File: config.mk
export PLATFORM = sky130hd
export DESIGN_NAME = au_sub_mw_seq
export DESIGN_NICKNAME = d
export VERILOG_FILES = /design/src/rtl/au_sub_seq_pkg.sv /design/src/rtl/au_sub_mw_seq_slice.sv /design/src/rtl/au_sub_mw_seq.sv
export SDC_FILE = /design/constraint.sdc
export NUM_CORES = 1
export LEC_CHECK = 0
export CAP_MARGIN = 20
export CORE_UTILIZATION = 45
export DETAILED_ROUTE_END_ITERATION = 6
export GPL_TIMING_DRIVEN = 0
export PLACE_DENSITY = 0.74
export SLEW_MARGIN = 10
export SYNTH_ARGS = -nofsm -noshare
export SYNTH_HDL_FRONTEND = slang
export SYNTH_SLANG_ARGS = --single-unit
File: constraint.sdc
create_clock -name clk -period 11.26 [get_ports clk]
set_clock_uncertainty 0.05 [all_clocks]
set_input_delay 2.252 -clock clk [delete_from_list [all_inputs] [get_ports clk]]
set_output_delay 2.252 -clock clk [all_outputs]
set_load 0.03 [all_outputs]
File: src/rtl/au_sub_seq_pkg.sv
// Shared types and helpers for the multi-word sequential subtractor.
package au_sub_seq_pkg;

  typedef enum logic {
    IDLE = 1'b0,
    RUN  = 1'b1
  } state_t;

  // Word-index width; at least one bit so WORDS=1 still has a legal register.
  function automatic int idx_w(input int words);
    return (words > 1) ? $clog2(words) : 1;
  endfunction

endpackage

File: src/rtl/au_sub_mw_seq_slice.sv
// AU_sub_vz: WIDTH-bit prefix subtractor, s = a - b - ci.
// ARCH selects the carry network: 0 serial, 1 Sklansky, 2 Kogge-Stone.
// z reports a == b and ignores ci, so it only means "difference is zero"
// when the borrow-in is clear.
module AU_sub_vz #(
  parameter int WIDTH = 8,
  parameter int ARCH  = 0
) (
  input  logic [WIDTH-1:0] a,
  input  logic [WIDTH-1:0] b,
  input  logic             ci,
  output logic [WIDTH-1:0] s,
  output logic             v,
  output logic             z
);

  localparam int LVL = (WIDTH > 1) ? $clog2(WIDTH) : 1;

  // Subtract as a + ~b + ~ci; fold the carry-in into bit 0's generate.
  logic [WIDTH-1:0] g, p, gt, gp, c;
  logic             c0, cout;

  assign c0 = ~ci;
  assign g  = a & ~b;
  assign p  = ~(a ^ b);
  assign gt = {g[WIDTH-1:1], g[0] | (p[0] & c0)};

  generate
    if (ARCH == 1) begin : g_sklansky
      // Sklansky: each level combines the upper half-block with the top of its lower half.
      always_comb begin
        logic [WIDTH-1:0] gk, pk, gn, pn;
        gk = gt;
        pk = p;
        gn = gt;
        pn = p;
        for (int l = 0; l < LVL; l++) begin
          gn = gk;
          pn = pk;
          for (int i = 0; i < WIDTH; i++) begin
            if (((i >> l) & 1) == 1) begin
              int j;
              j = ((i >> l) << l) - 1;
              gn[i] = gk[i] | (pk[i] & gk[j]);
              pn[i] = pk[i] & pk[j];
            end
          end
          gk = gn;
          pk = pn;
        end
        gp = gk;
      end
    end else if (ARCH == 2) begin : g_kogge
      // Kogge-Stone: every bit combines with the bit 2^l below it each level.
      always_comb begin
        logic [WIDTH-1:0] gk, pk, gn, pn;
        gk = gt;
        pk = p;
        gn = gt;
        pn = p;
        for (int l = 0; l < LVL; l++) begin
          gn = gk;
          pn = pk;
          for (int i = 0; i < WIDTH; i++) begin
            if (i >= (1 << l)) begin
              gn[i] = gk[i] | (pk[i] & gk[i - (1 << l)]);
              pn[i] = pk[i] & pk[i - (1 << l)];
            end
          end
          gk = gn;
          pk = pn;
        end
        gp = gk;
      end
    end else begin : g_serial
      // Serial prefix: one generate/propagate step per bit.
      always_comb begin
        gp = gt;
        for (int i = 1; i < WIDTH; i++)
          gp[i] = gt[i] | (p[i] & gp[i-1]);
      end
    end
  endgenerate

  assign c    = {gp[WIDTH-2:0], c0};
  assign cout = gp[WIDTH-1];
  assign s    = p ^ c;
  assign v    = c[WIDTH-1] ^ cout;
  assign z    = ~|(a ^ b);

endmodule

File: src/rtl/au_sub_mw_seq.sv
// au_sub_mw_seq: wide a - b - ci computed one WIDTH-bit word per clock,
// LS word first, through a single AU_sub_vz slice.
// Optional compare flags (lt_u, lt_s) are built when AU_SUB_SEQ_CMP_EN is defined.
module au_sub_mw_seq
  import au_sub_seq_pkg::*;
#(
  parameter int WIDTH = 8,
  parameter int WORDS = 4,
  parameter int ARCH  = 0
) (
  input  logic                   clk,
  input  logic                   rst_n,
  input  logic                   start,
  input  logic [WIDTH*WORDS-1:0] a,
  input  logic [WIDTH*WORDS-1:0] b,
  input  logic                   ci,
  output logic                   busy,
  output logic                   done,
  output logic [WIDTH*WORDS-1:0] s,
  output logic                   v,
  output logic                   z
`ifdef AU_SUB_SEQ_CMP_EN
  ,
  output logic                   lt_u,
  output logic                   lt_s
`endif
);

  localparam int IW = idx_w(WORDS);

  state_t                       state;
  logic [IW-1:0]                idx;
  logic [WORDS-1:0][WIDTH-1:0]  a_q, b_q, s_q;
  logic                         borrow, zacc;

  logic [WIDTH-1:0] sl_a, sl_b, sl_s;
  logic             sl_v, sl_z_unused;
  logic             am, bm, sm, nxt_borrow, last, sl_zero;

  // Word mux feeding the shared slice.
  assign sl_a = a_q[idx];
  assign sl_b = b_q[idx];

  AU_sub_vz #(
    .WIDTH (WIDTH),
    .ARCH  (ARCH)
  ) u_slice (
    .a  (sl_a),
    .b  (sl_b),
    .ci (borrow),
    .s  (sl_s),
    .v  (sl_v),
    .z  (sl_z_unused)
  );

  // Borrow-out rebuilt from the MSBs; zero taken from the difference itself
  // because the slice's z ignores its borrow-in.
  assign am         = sl_a[WIDTH-1];
  assign bm         = sl_b[WIDTH-1];
  assign sm         = sl_s[WIDTH-1];
  assign nxt_borrow = (~am & bm) | (~am & sm) | (bm & sm);
  assign sl_zero    = ~|sl_s;
  assign last       = (idx == IW'(WORDS - 1));

  assign s = s_q;

  // Controller FSM: capture on start, step one word per clock, flag on the last word.
  always_ff @(posedge clk or negedge rst_n) begin
    if (!rst_n) begin
      state  <= IDLE;
      idx    <= '0;
      a_q    <= '0;
      b_q    <= '0;
      s_q    <= '0;
      borrow <= 1'b0;
      zacc   <= 1'b0;
      busy   <= 1'b0;
      done   <= 1'b0;
      v      <= 1'b0;
      z      <= 1'b0;
`ifdef AU_SUB_SEQ_CMP_EN
      lt_u   <= 1'b0;
      lt_s   <= 1'b0;
`endif
    end else begin
      done <= 1'b0;
      case (state)
        IDLE: begin
          if (start) begin
            a_q    <= a;
            b_q    <= b;
            borrow <= ci;
            idx    <= '0;
            zacc   <= 1'b1;
            s_q    <= '0;
            busy   <= 1'b1;
            state  <= RUN;
          end
        end
        RUN: begin
          s_q[idx] <= sl_s;
          zacc     <= zacc & sl_zero;
          borrow   <= nxt_borrow;
          idx      <= idx + 1'b1;
          if (last) begin
            v     <= sl_v;
            z     <= zacc & sl_zero;
            done  <= 1'b1;
            busy  <= 1'b0;
            state <= IDLE;
`ifdef AU_SUB_SEQ_CMP_EN
            lt_u  <= nxt_borrow;
            lt_s  <= sm ^ sl_v;
`endif
          end
        end
        default: state <= IDLE;
      endcase
    end
  end

endmodule

== Yosys cells after proc, flatten, opt, wreduce, memory -nomap -nowiden ==
Cells that the tools add are included.
Operators by class
  eq/ne operators: 3
  muxes and demuxes: 22
  div/mod/pow operators: 0
  multiply operators: 0
  bitwise operators: 31
  shifts and indexed selects: 0
  add/subtract/negate cells: 1
  reduce and logical (&&, ||, !) cells: 6
  $lt $le $gt $ge: 2
Operators with widths (count)
  $pmux W32 S2: 1
  $bmux W8 S2: 2
  $bwmux W32: 1
  $mux W32: 1
  $mux W8: 3
  $demux W8 S2: 1
  $not A8 Y8: 2
  $xor A8 B8 Y8: 2
  $and A1 B1 Y1: 12
  $or A1 B1 Y1: 10
  $and A8 B8 Y8: 1
  $pmux W1 S2: 4
  $reduce_or A8 Y1: 1
  $mux W1: 7
  $reduce_and A2 Y1: 3
  $pmux W2 S2: 1
  $lt A2 B3 Y1 const B: 1
  $not A1 Y1: 3
  $add A2 B1 Y2 const B: 1
  $eq A2 B2 Y1 const B: 1
  $ge A2 B1 Y1 const B: 1
  $mux W2: 1
  $ne A2 B1 Y1 const B: 1
  $ne A2 B2 Y1 const B: 1
  3 further kinds: 3
Storage, ports and cells
  bits in latches: 0
  memories kept: 0
  output and inout port bits: 36
  bits in writable memories: 0
  memory bits (read-only): 0
  word-level logic and storage cells: 85
  register bits: 105

== Logic depth before layout (Yosys ltp) ==
Gate-level depths: netlist (run 1).
  word-level depth: 23
  mapped depth: 16
  mapped depth without buffers: 15

== Cells and area by module ==
A second synthesis (run 1) with hierarchy kept.
Second synthesis, totals
  cells, all modules: 318
  area, all modules: 4774.6 um^2
Modules (own cells, without submodules)
  au_sub_mw_seq: cells an instance 274, area an instance 4399.2 um^2, instances 1
  AU_sub_vz: cells an instance 44, area an instance 375.4 um^2, instances 1

== Worst setup path before layout (run 1) ==
Ideal clock, no wire load.
  kind: register to register
  start point: register idx[0]
  end point: register z
  setup slack: 6.977 ns
  required time: 11.127 ns
  data arrival time: 4.150 ns
  stages on the path, launching flop included: 15
  setup time: 0.083 ns
  cells stage by stage: dfrtp_1 -> buf_4 -> buf_4 -> mux4_2 -> fa_1 -> fa_1 -> fa_1 -> fa_1 -> inv_1 -> fa_1 -> fa_1 -> inv_1 -> fa_1 -> nand4b_1 -> o21ai_0
Between the ends
  word-level cells in the longest chain between the ends: 22
  elaborated cells on any way between the ends: 28
  classes of those cells: eq/ne: 1; mux: 4; bitwise: 20; reduce/logical: 3
Ends and longest elaborated chain
  start, declared: line au_sub_mw_seq.sv:32  | logic [IW-1:0] idx;
  start signal, assigned: line au_sub_mw_seq.sv:104  | idx <= idx + 1'b1;
  $bmux W8 S2 (on tied branches): line au_sub_mw_seq.sv:41, au_sub_mw_seq.sv:42
  $mux W8 (on tied branches): line au_sub_mw_seq.sv:41, au_sub_mw_seq.sv:42
  $xor A8 B8 Y8: line au_sub_mw_seq_slice.sv:25  | assign p = ~(a ^ b);
  $not A8 Y8: line au_sub_mw_seq_slice.sv:25
  $and A1 B1 Y1: line au_sub_mw_seq_slice.sv:26  | assign gt = {g[WIDTH-1:1], g[0] | (p[0] & c0)};
  $or A1 B1 Y1: line au_sub_mw_seq_slice.sv:26
  $and A1 B1 Y1: line au_sub_mw_seq_slice.sv:80  | gp[i] = gt[i] | (p[i] & gp[i-1]);
  $or A1 B1 Y1: line au_sub_mw_seq_slice.sv:80
  [... 6 more ...]
  $and A1 B1 Y1: line au_sub_mw_seq_slice.sv:80
  $or A1 B1 Y1: line au_sub_mw_seq_slice.sv:80
  $and A1 B1 Y1: line au_sub_mw_seq_slice.sv:80
  $or A1 B1 Y1: line au_sub_mw_seq_slice.sv:80
  $xor A8 B8 Y8: line au_sub_mw_seq_slice.sv:87  | assign s = p ^ c;
  $reduce_or A8 Y1: line au_sub_mw_seq.sv:62  | assign sl_zero = ~|sl_s;
  $logic_not A1 Y1: line au_sub_mw_seq.sv:62
  $and A1 B1 Y1: line au_sub_mw_seq.sv:107  | z <= zacc & sl_zero;
  end signal, assigned: line au_sub_mw_seq.sv:107
  end, declared: line au_sub_mw_seq.sv:21  | output logic z
Several ways; a longest one is shown, not always the timed one. The select of a mux whose other input is x is not followed.
A chain may end at the register's enable or synchronous reset.

== Final worst setup path (run 1) ==
  start point: register idx[0]
  end point: register zacc
Between the ends
  word-level cells in the longest chain between the ends: 23
  elaborated cells on any way between the ends: 27
  classes of those cells: mux: 5; bitwise: 20; reduce/logical: 2
Ends and longest elaborated chain
  $bmux W8 S2 (on tied branches): line au_sub_mw_seq.sv:41, au_sub_mw_seq.sv:42
  $mux W8 (on tied branches): line au_sub_mw_seq.sv:41, au_sub_mw_seq.sv:42
  $xor A8 B8 Y8: line au_sub_mw_seq_slice.sv:25
  $not A8 Y8: line au_sub_mw_seq_slice.sv:25
  $and A1 B1 Y1: line au_sub_mw_seq_slice.sv:26
  $or A1 B1 Y1: line au_sub_mw_seq_slice.sv:26
  $and A1 B1 Y1: line au_sub_mw_seq_slice.sv:80
  $or A1 B1 Y1: line au_sub_mw_seq_slice.sv:80
  [... 7 more ...]
  $or A1 B1 Y1: line au_sub_mw_seq_slice.sv:80
  $and A1 B1 Y1: line au_sub_mw_seq_slice.sv:80
  $or A1 B1 Y1: line au_sub_mw_seq_slice.sv:80
  $xor A8 B8 Y8 *: line au_sub_mw_seq_slice.sv:87
  $reduce_or A8 Y1 *: line au_sub_mw_seq.sv:62
  $logic_not A1 Y1 *: line au_sub_mw_seq.sv:62
  $and A1 B1 Y1 *: line au_sub_mw_seq.sv:102  | zacc <= zacc & sl_zero;
  $pmux W1 S2 *: line au_sub_mw_seq.sv:87  | case (state)
  end signal, assigned: line au_sub_mw_seq.sv:102
  end, declared: line au_sub_mw_seq.sv:34  | logic borrow, zacc;
Mark *: on every way between the ends. The rest lies on a longest branch, timed or not. The select of a mux whose other input is x is not followed.

==> results of run 1 <==
[stage by stage]
step           area, µm²  hold slack [ns]  utilization, %  std cells  setup WS, ns
3_5_place_dp        5840            0.432            59.2        528          6.49
3_3_place_gp        5810            0.435            58.9        527          4.07
4_1_cts             6070            0.461            61.5        544          6.46
6_report            6070            0.458            61.5        544          6.49
5_1_grt             6070            0.475            61.5        544          6.22
2_1_floorplan       4620            0.425               -        291          6.98
[registers in the layout, indices dropped and copies added, names as in the netlist]
signal / count
state: 1
v: 1
z: 1
s: 32
idx: 2
borrow: 1
busy: 1
done: 1
zacc: 1
b_q: 32
a_q: 32
[cell families after synthesis]
kind of cell | synth area share (%)
flip-flops | 56.9
multiplexers | 24.4
AO/OA/AOI/OAI | 6.83
buffers and inverters | 3.93
AND/OR/NAND/NOR | 3.20
adder cells (fa/ha/maj) | 4.55
XOR/XNOR | 0.190
[worst max-delay path: cells and delay by family (launching register included)]
kind | cells | cell delay, ns
and+or+nand+nor | 1 | 0.18
AOI/OAI and AO/OA | 1 | 0.10
adders and majority gates | 7 | 2.66
buffers and inverters | 4 | 0.68
muxes | 1 | 0.56
DFF | 1 | 0.39
[metal layers]
metal  GRT usage [%]  vias up  wire (µm)
met5               0        -          0
met1            27.7     1450       4370
li1                -     1284          -
met4            5.96        0        104
met2            35.5       85       4970
met3            4.37        9        484
[cell type report]
cell class | count | area (µm²)
multi-input cells | 156 | 1810
clock buffers | 9 | 124
fillers | 771 | 3800
repair buffers | 104 | 1060
plain buffers | 16 | 129
clock inverters | 7 | 100
well taps | 133 | 166
flip-flops and latches | 105 | 2630
inverters | 14 | 52.6
[synth_stat cells]
master / count
a211oi_1: 1
a21oi_1: 1
a22o_1: 20
and2_1: 3
and3b_1: 1
buf_12: 2
buf_2: 2
buf_4: 7
buf_6: 1
clkbuf_1: 4
clkinv_1: 1
dfrtp_1: 105
fa_1: 8
ha_1: 4
inv_1: 13
mux2_2: 56
mux2_4: 9
mux4_2: 16
nand2_1: 7
nand4b_1: 1
nor2_1: 5
nor2_4: 4
nor2b_1: 2
nor4b_1: 1
o21ai_0: 3
o2bb2ai_1: 12
o31ai_1: 1
xor2_1: 1
[final timing paths]
path | startpoint | to | slack, ns | cells after the start
max | idx[0] | zacc | 6.49 | 14
max reg2reg | idx[0] | zacc | 6.49 | 14
min reg2reg | s[8] | s[8] | 0.46 | 1
max in group asynchronous | rst_n | s[12] | 8.83 | 2
min | s[8] | s[8] | 0.46 | 1
min in group asynchronous | rst_n | a_q[31] | 1.69 | 1
[power by group]
group | total [W] | internal, W | switching, W
combinational | 0.00124 | 0.000594 | 0.000645
sequential | 0.000659 | 0.000564 | 0.0000955
clock | 0.000258 | 0.000127 | 0.000131
==> impl_metrics.tcl, run 1 <==
set metrics [dict create \
    status "complete, no violations" \
    num_vias 2828 \
    synth_fp_nets 371 \
    cts_setup_buffers 0 \
    post_synth_num_cell_types 28 \
    first_global_vias 3087 \
    place_congestion 0.752 \
    maxCapViolCount 0 \
    cts_buffers 9 \
    drtIter0Drc 92 \
    crit_type "register to register" \
    die_area_um2 10700 \
    leakagePower_nw 2.58 \
    total_power_w 0.00216 \
    worstPathRequired_ns 11.44 \
    ctsHoldBuffers 0 \
    yosysSeqAreaShare_pct 56.9 \
    hold_violations 0 \
    drt-wirelength-per-cell_um 18.2 \
    start_kind "register" \
    cts.reportedPaths.clkPinSlew_ns 0.10 \
    fin_nets 486 \
    hpwl_um 7340 \
    root_buffer "clkbuf_8" \
    synth.area.top_cells "dfrtp_1, mux2_2, mux4_2" \
    period_share_pct 42.4 \
    finalSetupViolations 0 \
    die_w_um 103 \
    ys_ff_latch 105 \
    setup_tns_ns 0 \
    crit_slowest_cell "fa_1" \
    layout_commonest_cell "dfrtp_1" \
    cp_slowest_stage_delay_ns 0.65 \
    relSlewSlack_pct 74.0 \
    tightest_slew_ns 0.390 \
    clockBufferDepth 2 \
    fmax_mhz 210 \
    grt_util_all_layers_pct 21.0 \
    cts_tree "done" \
    antenna_cells 0 \
    synth.largest_area_cell "dfrtp_1" \
    h-tree-depth 3 \
    vias_per_cell 5.20 \
    min_period_ns 4.77 \
    synth-warning-count 0 \
    die_y_um 103 \
    end_kind "register" \
    rows 36 \
    cts_sinks 105 \
    cp_cell_sequence "buf_4, buf_4, mux4_2, fa_1, fa_1, fa_1, fa_1, inv_1, fa_1, fa_1, inv_1, fa_1, nand4b_1, o21ai_0" \
    start_util_pct 46.8 \
    worst-path-max-fanout 10 \
    antenna_left 0 \
    worstPathArrival_ns 4.95 \
    rsz0062_at_grt "false" \
    holdCritPathClass "register to register" \
    drt_drc_violations_left 0 \
    grt_max_degree 77 \
    area.growth.synth_to_final_pct 31.4 \
    ir_drop_uv 158 \
    synth_top_area_share_pct 56.9 \
    drive_gt1_share_pct 28.0 \
    ctsResizeCount 0 \
    synthCells 291 \
    clk_latency_ns 0.36 \
    firstDrtPassIters 4 \
    synth_area_um2 4620 \
    drv_slew 0 \
    crit_top_cell "fa_1" \
    wirelength_um 9930 \
    io_pins 104 \
    coreArea_um2 9860 \
    syn_area_per_cell_um2 15.9 \
    antenna_found_initial 0 \
    io_buffer_count 103 \
    p_per_area_nw_per_um2 355 \
    grt_pass1_wl_um 16100 \
    final_cell_mix "dfrtp_1, clkdlybuf4s50_1, mux2_2" \
    gr-total-overflow 0 \
]
No activity file was read; power rests on OpenSTA's default activity.
==> run 2: changes to the inputs <==
--- a/config.mk
+++ b/config.mk
@@ -9,7 +9,7 @@
 export CORE_UTILIZATION = 45
 export DETAILED_ROUTE_END_ITERATION = 6
 export GPL_TIMING_DRIVEN = 0
-export PLACE_DENSITY = 0.74
+export PLACE_DENSITY = 0.77
 export SLEW_MARGIN = 10
 export SYNTH_ARGS = -nofsm -noshare
 export SYNTH_HDL_FRONTEND = slang
==> constraint.sdc (replaced) <==
create_clock -name clk -period 4.25 [get_ports clk]
set_clock_uncertainty 0.05 [all_clocks]
set_input_delay 0.85 -clock clk [delete_from_list [all_inputs] [get_ports clk]]
set_output_delay 0.85 -clock clk [all_outputs]
set_load 0.03 [all_outputs]
==> impl_metrics.tcl, run 2 (same netlist as run 1, synthesis figures left out) <==
set metrics [dict create \
    intPower_w 0.00373 \
    antenna_cells 0 \
    finalSetupViolations 1 \
    root_buffer "clkbuf_8" \
    end_kind "register" \
    fillers 706 \
    worstPathArrival_ns 4.43 \
    clockBufferDepth 2 \
    relSlewSlack_pct 57.2 \
    die_y_um 103 \
    grt_pass1_wl_um 16500 \
    first_global_vias 3069 \
    vias_per_cell 5.36 \
    layout_commonest_cell "dfrtp_1" \
    drt_drc_violations_left 0 \
    leakagePower_nw 2.61 \
    cts_buffers 9 \
    period_share_pct 100 \
    h-tree-depth 3 \
    power_frac_comb_pct 61.7 \
    worst-path-max-fanout 4 \
    p_per_area_nw_per_um2 998 \
    pwr-share-seq_pct 28.5 \
    hold_violations 0 \
    grt_max_degree 56 \
    crit_slowest_cell "fa_2" \
    die_area_um2 10700 \
    cp_slowest_stage_delay_ns 0.58 \
    die_w_um 103 \
    wirelength_um 10300 \
    violations "setup timing" \
    holdCritPathClass "register to register" \
    instances_no_fill 552 \
    status "complete, but fails checks" \
    antenna_found_initial 0 \
    setup_tns_ns -0.00600 \
    drv_slew 0 \
    crit_top_cell "fa_2" \
    dp.cells 528 \
    hpwl_um 7380 \
    worst_slack_ns -0.00600 \
    tightest_slew_ns 0.643 \
    worstPathRequired_ns 4.42 \
    p_switching_w 0.00242 \
    drt-wirelength-per-cell_um 18.7 \
    pwr-share-clk_pct 9.8 \
    cts_sinks 105 \
    start_util_pct 46.8 \
    antenna_left 0 \
    worst_hold_slack_ns 0.452 \
    cts.reportedPaths.clkPinSlew_ns 0.09 \
    ir_drop_uv 540 \
    io_buffer_count 103 \
    maxCapViolCount 0 \
    grt_util_all_layers_pct 21.3 \
    clk_latency_ns 0.35 \
    num_vias 2956 \
    min_period_ns 4.26 \
    firstDrtPassIters 4 \
    fin_nets 494 \
    area.growth.synth_to_final_pct 33.4 \
    cts_tree "done" \
    drtIter0Drc 97 \
    drive_gt1_share_pct 31.5 \
    rsz0062_at_grt "true" \
    cp_cell_sequence "buf_12, mux4_2, inv_2, fa_2, inv_2, fa_2, fa_2, fa_2, fa_2, inv_2, fa_2, fa_2, inv_2, fa_2, nand4b_1, o21ai_1" \
    coreArea_um2 9860 \
    io_pins 104 \
    crit_type "register to register" \
    place_congestion 0.767 \
    netSwitchingFraction_pct 39.3 \
    final_cell_mix "dfrtp_1, clkdlybuf4s50_1, mux2_2" \
    fmax_mhz 235 \
    rows 36 \
    start_kind "register" \
    gr-total-overflow 0 \
]
-- run 2: cell count changes in the layout (fill, tap and decap cells not counted), moves of 3 or more --
| cell | delta |
|---|---|
| buf_12 | +3 |
| inv_2 | +4 |
| fa_2 | +8 |
| buf_4 | +6 |
| fa_1 | -8 |
| inv_1 | -4 |
| clkbuf_1 | +3 |
-- run 2: area by class of cell --
| cell class | instances | area (µm²) | share of cell area, % |
|---|---|---|---|
| sequential | 105 | 2630 | 42.7 |
| clock inverter | 3 | 40.0 | 0.650 |
| inverter | 14 | 52.6 | 0.853 |
| tap | 133 | 166 | 2.70 |
| timing repair buffer | 112 | 1130 | 18.3 |
| buffer | 16 | 166 | 2.70 |
| clock buffer | 13 | 149 | 2.42 |
| multi-input combinational | 156 | 1830 | 29.7 |
-- run 2: through the flow --
step                      power, W  area (µm²)  util (%)  worst slack, ns
after global placement     0.00500        5820      59.0            -1.44
after global routing       0.00654        6160      62.4           -0.105
final                      0.00614        6160      62.4         -0.00600
after floorplan            0.00393        4620         -         0.000639
after detailed placement   0.00511        5840      59.2           -0.464
after CTS                  0.00615        6150      62.4          -0.0437
-- run 2: what timing repair did --
item                       4_1_cts  5_1_grt
pin swaps                        4        4
hold buffers                     0        0
setup endpoints to repair        8        6
buffers inserted                 7        1
gates resized for setup         23        0
-- run 2: final timing paths --
path                       cells after the start    from  endpoint  slack [ns]
max                                           16  idx[0]      zacc      -0.006
min                                            1    s[4]      s[4]        0.45
max reg2reg                                   16  idx[0]      zacc      -0.006
min reg2reg                                    1    s[4]      s[4]        0.45
min in group asynchronous                      1   rst_n      s[2]        0.46
max in group asynchronous                      2   rst_n   a_q[17]        3.00
-- run 2: per-layer routing --
metal	routed length (µm)	GRT usage (%)	vias up	share of wire, %
met5	0	0	-	0
met1	4520	28.6	1529	44
met4	225	7.15	0	2.2
li1	-	-	1302	-
met2	5130	35.9	102	50
met3	422	3.16	23	4.1
-- run 2: critical path, delay by kind of cell (launching register included) --
family                   cells  cell delay, ns
adder cells (fa/ha/maj)      8            2.57
multiplexers                 1            0.49
flip-flops                   1            0.41
buffers and inverters        5            0.36
AND/OR/NAND/NOR              1            0.17
AO/OA/AOI/OAI                1            0.08
-- run 2: power groups by stage --
stage | Combinational, W | Clock [W] | Sequential, W
2_1_floorplan | 0.00197 | 0 | 0.00196
3_3_place_gp | 0.00326 | 0 | 0.00174
3_5_place_dp | 0.00334 | 0 | 0.00177
4_1_cts | 0.00378 | 0.000618 | 0.00175
5_1_grt | 0.00407 | 0.000655 | 0.00182
6_report | 0.00379 | 0.000605 | 0.00175
